===== src/rtl/key_pkg.sv =====
// Shared definitions for key conditioning: FSM states and default 50 MHz timing.
package key_pkg;

  typedef enum logic [2:0] {
    StIdle,
    StPressDeb,
    StHeld,
    StRepeat,
    StRelDeb
  } key_state_e;

  localparam int unsigned CLK_HZ           = 50_000_000;
  localparam int unsigned DEBOUNCE_MS      = 10;
  localparam int unsigned REPEAT_DELAY_MS  = 500;
  localparam int unsigned REPEAT_PERIOD_MS = 100;

  localparam int unsigned DEF_DEBOUNCE_CYCLES = (CLK_HZ / 1000) * DEBOUNCE_MS;
  localparam int unsigned DEF_REPEAT_DELAY    = (CLK_HZ / 1000) * REPEAT_DELAY_MS;
  localparam int unsigned DEF_REPEAT_PERIOD   = (CLK_HZ / 1000) * REPEAT_PERIOD_MS;

endpackage


===== src/rtl/sync2.sv =====
// Two-flop synchronizer for asynchronous board inputs, with a selectable reset value.
module sync2 #(
  parameter logic RESET_VAL = 1'b0
) (
  input  logic clk,
  input  logic rst,
  input  logic i_d,
  output logic o_q
);

  logic r_ff1;
  logic r_ff2;

  always_ff @(posedge clk) begin
    if (rst) begin
      r_ff1 <= RESET_VAL;
      r_ff2 <= RESET_VAL;
    end else begin
      r_ff1 <= i_d;
      r_ff2 <= r_ff1;
    end
  end

  assign o_q = r_ff2;

endmodule


===== src/rtl/key_step_gen.sv =====
// Debounces an active-low push-button and emits single-cycle step pulses,
// with optional auto-repeat while the key is held.
module key_step_gen
  import key_pkg::*;
#(
  parameter int unsigned DEBOUNCE_CYCLES = DEF_DEBOUNCE_CYCLES,
  parameter int unsigned REPEAT_DELAY    = DEF_REPEAT_DELAY,
  parameter int unsigned REPEAT_PERIOD   = DEF_REPEAT_PERIOD,
  parameter int unsigned CNT_W           = 25
) (
  input  logic clk,
  input  logic rst,
  input  logic key_n,
  input  logic repeat_en,
  output logic step,
  output logic step_n,
  output logic key_level
);

  localparam logic [CNT_W-1:0] DebLast = CNT_W'(DEBOUNCE_CYCLES - 1);
  localparam logic [CNT_W-1:0] DlyLast = CNT_W'(REPEAT_DELAY - 1);
  localparam logic [CNT_W-1:0] PerLast = CNT_W'(REPEAT_PERIOD - 1);

  logic             w_key_n_sync;
  logic             w_s;
  key_state_e       r_state, w_state_d;
  logic [CNT_W-1:0] r_cnt, w_cnt_d;
  logic             r_rep, w_rep_d;
  logic             r_step, w_step_d;
  logic             r_step_n;
  logic             r_key_level, w_level_d;

  sync2 #(
    .RESET_VAL (1'b1)
  ) u_sync2 (
    .clk (clk),
    .rst (rst),
    .i_d (key_n),
    .o_q (w_key_n_sync)
  );

  assign w_s = ~w_key_n_sync;

  always_comb begin
    w_state_d = r_state;
    w_cnt_d   = r_cnt + 1'b1;
    w_rep_d   = r_rep;
    w_step_d  = 1'b0;
    w_level_d = r_key_level;
    unique case (r_state)
      StIdle: begin
        w_cnt_d = '0;
        if (w_s) w_state_d = StPressDeb;
      end
      StPressDeb: begin
        if (!w_s) begin
          w_state_d = StIdle;
          w_cnt_d   = '0;
        end else if (r_cnt == DebLast) begin
          w_state_d = StHeld;
          w_cnt_d   = '0;
          w_step_d  = 1'b1;
          w_level_d = 1'b1;
          w_rep_d   = 1'b0;
        end
      end
      StHeld: begin
        if (!w_s) begin
          w_state_d = StRelDeb;
          w_cnt_d   = '0;
        end else if (!repeat_en) begin
          // Parked at zero so the delay restarts cleanly when repeat is enabled.
          w_cnt_d = '0;
        end else if (r_cnt == DlyLast) begin
          w_state_d = StRepeat;
          w_cnt_d   = '0;
          w_step_d  = 1'b1;
          w_rep_d   = 1'b1;
        end
      end
      StRepeat: begin
        if (!w_s) begin
          w_state_d = StRelDeb;
          w_cnt_d   = '0;
        end else if (!repeat_en) begin
          w_state_d = StHeld;
          w_cnt_d   = '0;
        end else if (r_cnt == PerLast) begin
          w_cnt_d  = '0;
          w_step_d = 1'b1;
        end
      end
      StRelDeb: begin
        if (w_s) begin
          // Release bounce: resume where we were, without a step.
          w_state_d = r_rep ? StRepeat : StHeld;
          w_cnt_d   = '0;
        end else if (r_cnt == DebLast) begin
          w_state_d = StIdle;
          w_cnt_d   = '0;
          w_level_d = 1'b0;
          w_rep_d   = 1'b0;
        end
      end
      default: begin
        w_state_d = StIdle;
        w_cnt_d   = '0;
      end
    endcase
  end

  always_ff @(posedge clk) begin
    if (rst) begin
      r_state     <= StIdle;
      r_cnt       <= '0;
      r_rep       <= 1'b0;
      r_step      <= 1'b0;
      r_step_n    <= 1'b1;
      r_key_level <= 1'b0;
    end else begin
      r_state     <= w_state_d;
      r_cnt       <= w_cnt_d;
      r_rep       <= w_rep_d;
      r_step      <= w_step_d;
      r_step_n    <= ~w_step_d;
      r_key_level <= w_level_d;
    end
  end

  assign step      = r_step;
  assign step_n    = r_step_n;
  assign key_level = r_key_level;

endmodule

===== config.mk =====
export PLATFORM = sky130hd
export DESIGN_NAME = key_step_gen
export DESIGN_NICKNAME = d
export VERILOG_FILES = /design/src/rtl/key_pkg.sv /design/src/rtl/sync2.sv /design/src/rtl/key_step_gen.sv
export SDC_FILE = /design/constraint.sdc
export NUM_CORES = 1
export LEC_CHECK = 0
export ABC_AREA = 1
export CORE_AREA = 4 4 62 64
export CTS_CLUSTER_SIZE = 30
export DETAILED_ROUTE_END_ITERATION = 10
export DIE_AREA = 0 0 66 68
export HOLD_SLACK_MARGIN = 0.15
export PLACE_DENSITY = 0.8
export SETUP_SLACK_MARGIN = 0.1
export SLEW_MARGIN = 40
export SYNTH_ARGS = -nofsm -noshare
export SYNTH_HDL_FRONTEND = slang
export SYNTH_SLANG_ARGS = --single-unit

===== constraint.sdc =====
create_clock -name clk -period 1.9 [get_ports clk]
set_clock_uncertainty 0.1 [all_clocks]
set_input_delay 0.38 -clock clk [delete_from_list [all_inputs] [get_ports clk]]
set_output_delay 0.38 -clock clk [all_outputs]
set_load 0.02 [all_outputs]

== Word level (Yosys, flattened, before mapping) ==
Cells that the tools add are included.
Storage, ports and cells
  register bits after elaboration: 34
  input port bits: 4
  output and inout bits: 3
  logic and storage cells: 79
Operators by class
  add/subtract/negate cells: 1
  equality and inequality tests: 20
  multiplexer cells: 43
  bitwise logic cells: 1
  reduce and logical (&&, ||, !) cells: 6
Operators with widths (count)
  25-bit two-way mux: 9
  25-bit case mux with 4 select lines: 1
  3-bit two-way mux: 10
  25-bit by 1-bit adder with 25-bit output, second input constant: 1
  25-bit by 19-bit == test with 1-bit output, second input constant: 1
  25-bit by 23-bit == test with 1-bit output, second input constant: 1
  25-bit == test, second input constant: 1
  1-bit two-way mux: 19
  3-bit case mux with 5 select lines: 1
  2-bit inequality test, second input constant: 7
  3-bit by 2-bit inequality test with 1-bit output, second input constant: 4
  6-bit AND reduction: 2
  3-bit by 2-bit == test with 1-bit output, second input constant: 2
  1-bit case mux with 3 select lines: 2
  5-bit AND reduction: 1
  3-bit by 1-bit == test with 1-bit output, second input constant: 1
  3-bit == test, second input constant: 1
  3-bit logical NOT: 1
  3-bit inequality test, second input constant: 1
  3-bit nonzero test: 1
  2-bit by 1-bit inequality test with 1-bit output, second input constant: 1
  1-bit case mux with 2 select lines: 1
  2-bit nonzero test: 1
  1-bit NOT: 1

== Depth between registers and ports, before layout ==
Gate-level depths: netlist (run 1).
  word-level depth: 6
  gate-level depth with buffers: 11

== Modules after synthesis ==
Synthesis (run 1) repeated with hierarchy kept, for this count alone.
Second synthesis, totals
  cells, all modules: 314
  area, all modules: 2062.0 um2
Modules (own cells, without submodules)
  key_step_gen: instances 1, cells each 307, area each 2003.2 um2
  sync2: instances 1, cells each 7, area each 58.8 um2

== Worst setup path before layout (run 1) ==
Ideal clock, no wire load.
  path type: reg-to-reg
  start point: reg r_cnt[0]
  end point: reg r_cnt[10]
  data arrival time: 1.454 ns
  data required time: 1.679 ns
  path slack: 0.226 ns
  cell stages (with the launch flop): 12
  path through: dfxtp_1 ha_1 nand3_1 inv_1 nand2_1 nor2_2 nand2_1 o21ai_2 nand3_2 nand3_4 buf_6 nor2_1
On the way
  longest elaborated chain between the ends: 5
  elaborated cells on any way between the ends: 14
  classes of those cells: 1 x add/sub; 3 x eq/ne; 10 x mux
Ends and longest elaborated chain
  start, declared: RTL line key_step_gen.sv:27  | logic [CNT_W-1:0] r_cnt, w_cnt_d;
  start signal, assigned: RTL line key_step_gen.sv:122  | r_cnt <= w_cnt_d;
  25-bit by 1-bit adder with 25-bit output, or another cell as far along: RTL line key_step_gen.sv:46  | w_cnt_d = r_cnt + 1'b1;
  25-bit two-way mux, on equally long branches: RTL line key_step_gen.sv:88, key_step_gen.sv:74
  25-bit two-way mux, on equally long branches: RTL line key_step_gen.sv:85, key_step_gen.sv:71
  25-bit two-way mux, on equally long branches: RTL line key_step_gen.sv:82, key_step_gen.sv:68
  25-bit case mux with 4 select lines *: RTL line key_step_gen.sv:50  | unique case (r_state)
Mark *: on every way between the ends. The rest lies on a longest branch, timed or not.
A chain may end at the register's enable or synchronous reset.

== Worst setup path after layout (run 1) ==
  start point: reg r_step_n (netlist: step_n)
  end point: out step_n
RTL lines
  start, declared: RTL line key_step_gen.sv:30  | logic r_step_n;
  start signal, assigned: RTL line key_step_gen.sv:125  | r_step_n <= ~w_step_d;
  end, declared: RTL line key_step_gen.sv:16  | output logic step_n,
No word-level cell between the ends.

==> run summary, run 1 <==
Worst path max stage delay: 590 ps
Power Density: 633 mW/mm2
cts hold-fix bufs: 0
r2r startpoint: r_cnt[4]$_SDFF_PP0_
Routed Antenna Nets: 0
VDD IR max: 0.676 mV
status: completed
hold endpoint: u_sync2.o_q$_SDFF_PP1_
# fillers: 277
cell leakage power: 0.958 nW
Post-Syn Instances: 295
crit-path cells: clkdlybuf4s50_1
critical path class: reg -> out
Post-layout nets: 330
multi-input logic area: 0.00115 mm2
Worst Hold Launch: u_sync2.r_ff1$_SDFF_PP1_
FF+latch count, synth: 34
CTS Root Cell: clkbuf_4
Starting Density: 58.5%
syn avg cell area: 6.51 um2
gr ovfl total: 0
highest metal used: met4
Worst-path clk slew: 90 ps
GPL Wtd Cong: 0.961
Pint: 1.02 mW
top post-synthesis cells by area: dfxtp_1 35%, nand2_1 13%, nor2_1 11%
port bufs: 6
Period Utilization, post-route: 90.6%
critical path's slowest cell: clkdlybuf4s50_1
Reg power frac: 51.0%
Top delay family on crit path: buffers and inverters
Layout area overhead: 22.5%
RSZ-0062 raised after global routing: false
initial antenna violation count: 0
RR Endpoint: r_cnt[16]$_SDFF_PP0_
R2R Setup Slk: 190 ps
final WL: 4480 um
Slew @ Worst Pin: 283 ps
most frequent cell after synthesis: nand2_1
clock power share: 24.5%
Die W: 66 um
Pre-Repair DR Iteration Count: 4
core area: 0.00328 mm2
post-synth top area share: 35.4%
post-synthesis cell type count: 24
fin crit period: 1720 ps
global-route wire length before repair: 7550 um
asr flop ratio synth: 0%
Hold Vio Cnt, Final: 0
CP max FO: 1
IO Count: 7
Hold Crit Class: reg -> reg
drt drc: 0
fraction of layout cells with a size suffix above 1: 21.0%
clk_lat worst skew: 330 ps
TritonCTS buffer count: 5
Max Buffers Root-to-Sink: 2
worst-case reg-to-reg path depth: 10
Routed wire per std cell: 12.1 um
switching portion of total power: 31.5%
Max-slew headroom: 81.0%
# setup viols final: 0
Max Cap Viol: 0
Total GRT Usage: 22.1%
Yosys top cell by area: dfxtp_1
via/cell ratio: 5.13
vias in the first global route: 1814
clk sinks: 34
CP bufs+invs: 1
Core Rows: 21
htree depth: 2
post-synthesis net count: 301
die area: 0.00449 mm2
largest net degree at the start of global routing: 13
Commonest cells post-synth: 66 x nand2_1, 58 x nor2_1, 46 x inv_1, 34 x dfxtp_1, 17 x nand3_1
CTS tree: done
n_diodes: 0
hpwl dp: 3230 um
register area share after synthesis: 35.4%
Hold Path Depth: 1
Setup crit end kind: output pin
metal2 WL: 2240 um
DR iter-0 viols: 178
TNS Setup: 0 ps
Main synth FF type: dfxtp_1
Register Area: 697 um2
Post-synth EDFFs: 0
synth warn: 0
vias: 1899
wire length on met3: 202 um
WP data arrival: 1240 ps
crit path launch type: register
Met1 Wirelength: 1900 um
Max Transition Viols Final: 0
maximum clock rate: 581 MHz
die height: 68 um
Psw: 469 uW
Combinational Power Share: 24.5%
Finished Core Util: 71.7%
Worst EP required: 1420 ps
synthesized area: 0.00192 mm2
power groups by stage:
stage | logic, mW | clock network, mW | registers, mW
after floorplan | 0.262 | 0 | 0.773
final | 0.365 | 0.365 | 0.759
after detailed placement | 0.334 | 0 | 0.776
after global placement | 0.331 | 0 | 0.776
after CTS | 0.360 | 0.379 | 0.760
after global routing | 0.422 | 0.411 | 0.762
logic make-up after synthesis:
kind of cell             share of synthesized area [%]
adder cells (fa/ha/maj)                           1.30
buffers and inverters                             10.2
AND/OR/NAND/NOR                                   41.9
AO/OA/AOI/OAI                                     4.88
XOR/XNOR                                          6.38
flip-flops                                        35.4
final cells by class:
class	count	area share [%]
Multi-Input combinational cell	213	48.8
Timing Repair Buffer	24	9.78
Inverter	46	7.44
Clock buffer	7	1.91
Sequential cell	34	29.6
Tap cell	46	2.44
how the worst max path moves through the flow:
stage,from,endpoint,slack (ps),cells after the start
6_report,step_n$_SDFF_PP1_,step_n,180,1
5_1_grt,r_cnt[16]$_SDFF_PP0_,key_level$_SDFFE_PP0P_,70,11
4_1_cts,key_level$_SDFFE_PP0P_,key_level,120,1
3_5_place_dp,repeat_en,r_cnt[15]$_SDFF_PP0_,20,7
3_3_place_gp,repeat_en,r_cnt[17]$_SDFF_PP0_,80,7
2_1_floorplan,r_cnt[0]$_SDFF_PP0_,r_cnt[10]$_SDFF_PP0_,230,11
flip-flops by register name (all words and copies together), names as in the netlist:
name	count
key_level	1
step	1
u_sync2.o_q	1
step_n	1
r_cnt	25
u_sync2.r_ff1	1
r_state	3
r_rep	1
metal layers:
| metal | vias to the layer above | global-route usage, % |
|---|---|---|
| met5 | - | 0 |
| met2 | 42 | 41.4 |
| met1 | 858 | 24.0 |
| met4 | 0 | 9.39 |
| met3 | 15 | 4.93 |
| li1 | 984 | - |
placed cells by master (no fill, tap or decap), drive strengths merged, types with 2 or more instances in the layout:
master | Yosys | final
nand4 | 13 | 13
xor2 | 13 | 13
or2 | 2 | 2
a21oi | 4 | 4
nor2 | 65 | 65
o21ai | 11 | 11
nor3 | 11 | 11
ha | 2 | 2
nand3b | 2 | 2
buf | 2 | 18
clkdlybuf4s50 | 0 | 5
clkbuf | 0 | 7
nand2 | 67 | 67
inv | 46 | 46
dfxtp | 34 | 34
nand3 | 19 | 19
timing repair:
action	4_1_cts	5_1_grt
pin swaps	2	11
resized for setup	4	41
gates cloned	1	0
setup endpoints to repair	24	32
buffers inserted	3	4
metrics by stage:
stage | hold WS, ps | setup slack [ps] | instance area, um2 | std cells | total power [mW]
final | 319 | 179 | 2350 | 370 | 1.49
after global routing | 339 | 65.4 | 2350 | 370 | 1.60
after CTS | 322 | 119 | 2200 | 366 | 1.50
after detailed placement | 298 | 19.8 | 2100 | 355 | 1.11
after global placement | 295 | 79.5 | 2100 | 355 | 1.11
after floorplan | 289 | 226 | 1920 | 295 | 1.03
Note: power is estimated with default switching activity, not from simulation.
==> run 2: changes to the inputs <==
- SLEW_MARGIN: 40 -> 20
==> results of run 2 <==
The final DEF is identical to that of run 1; final timing and power are the same.
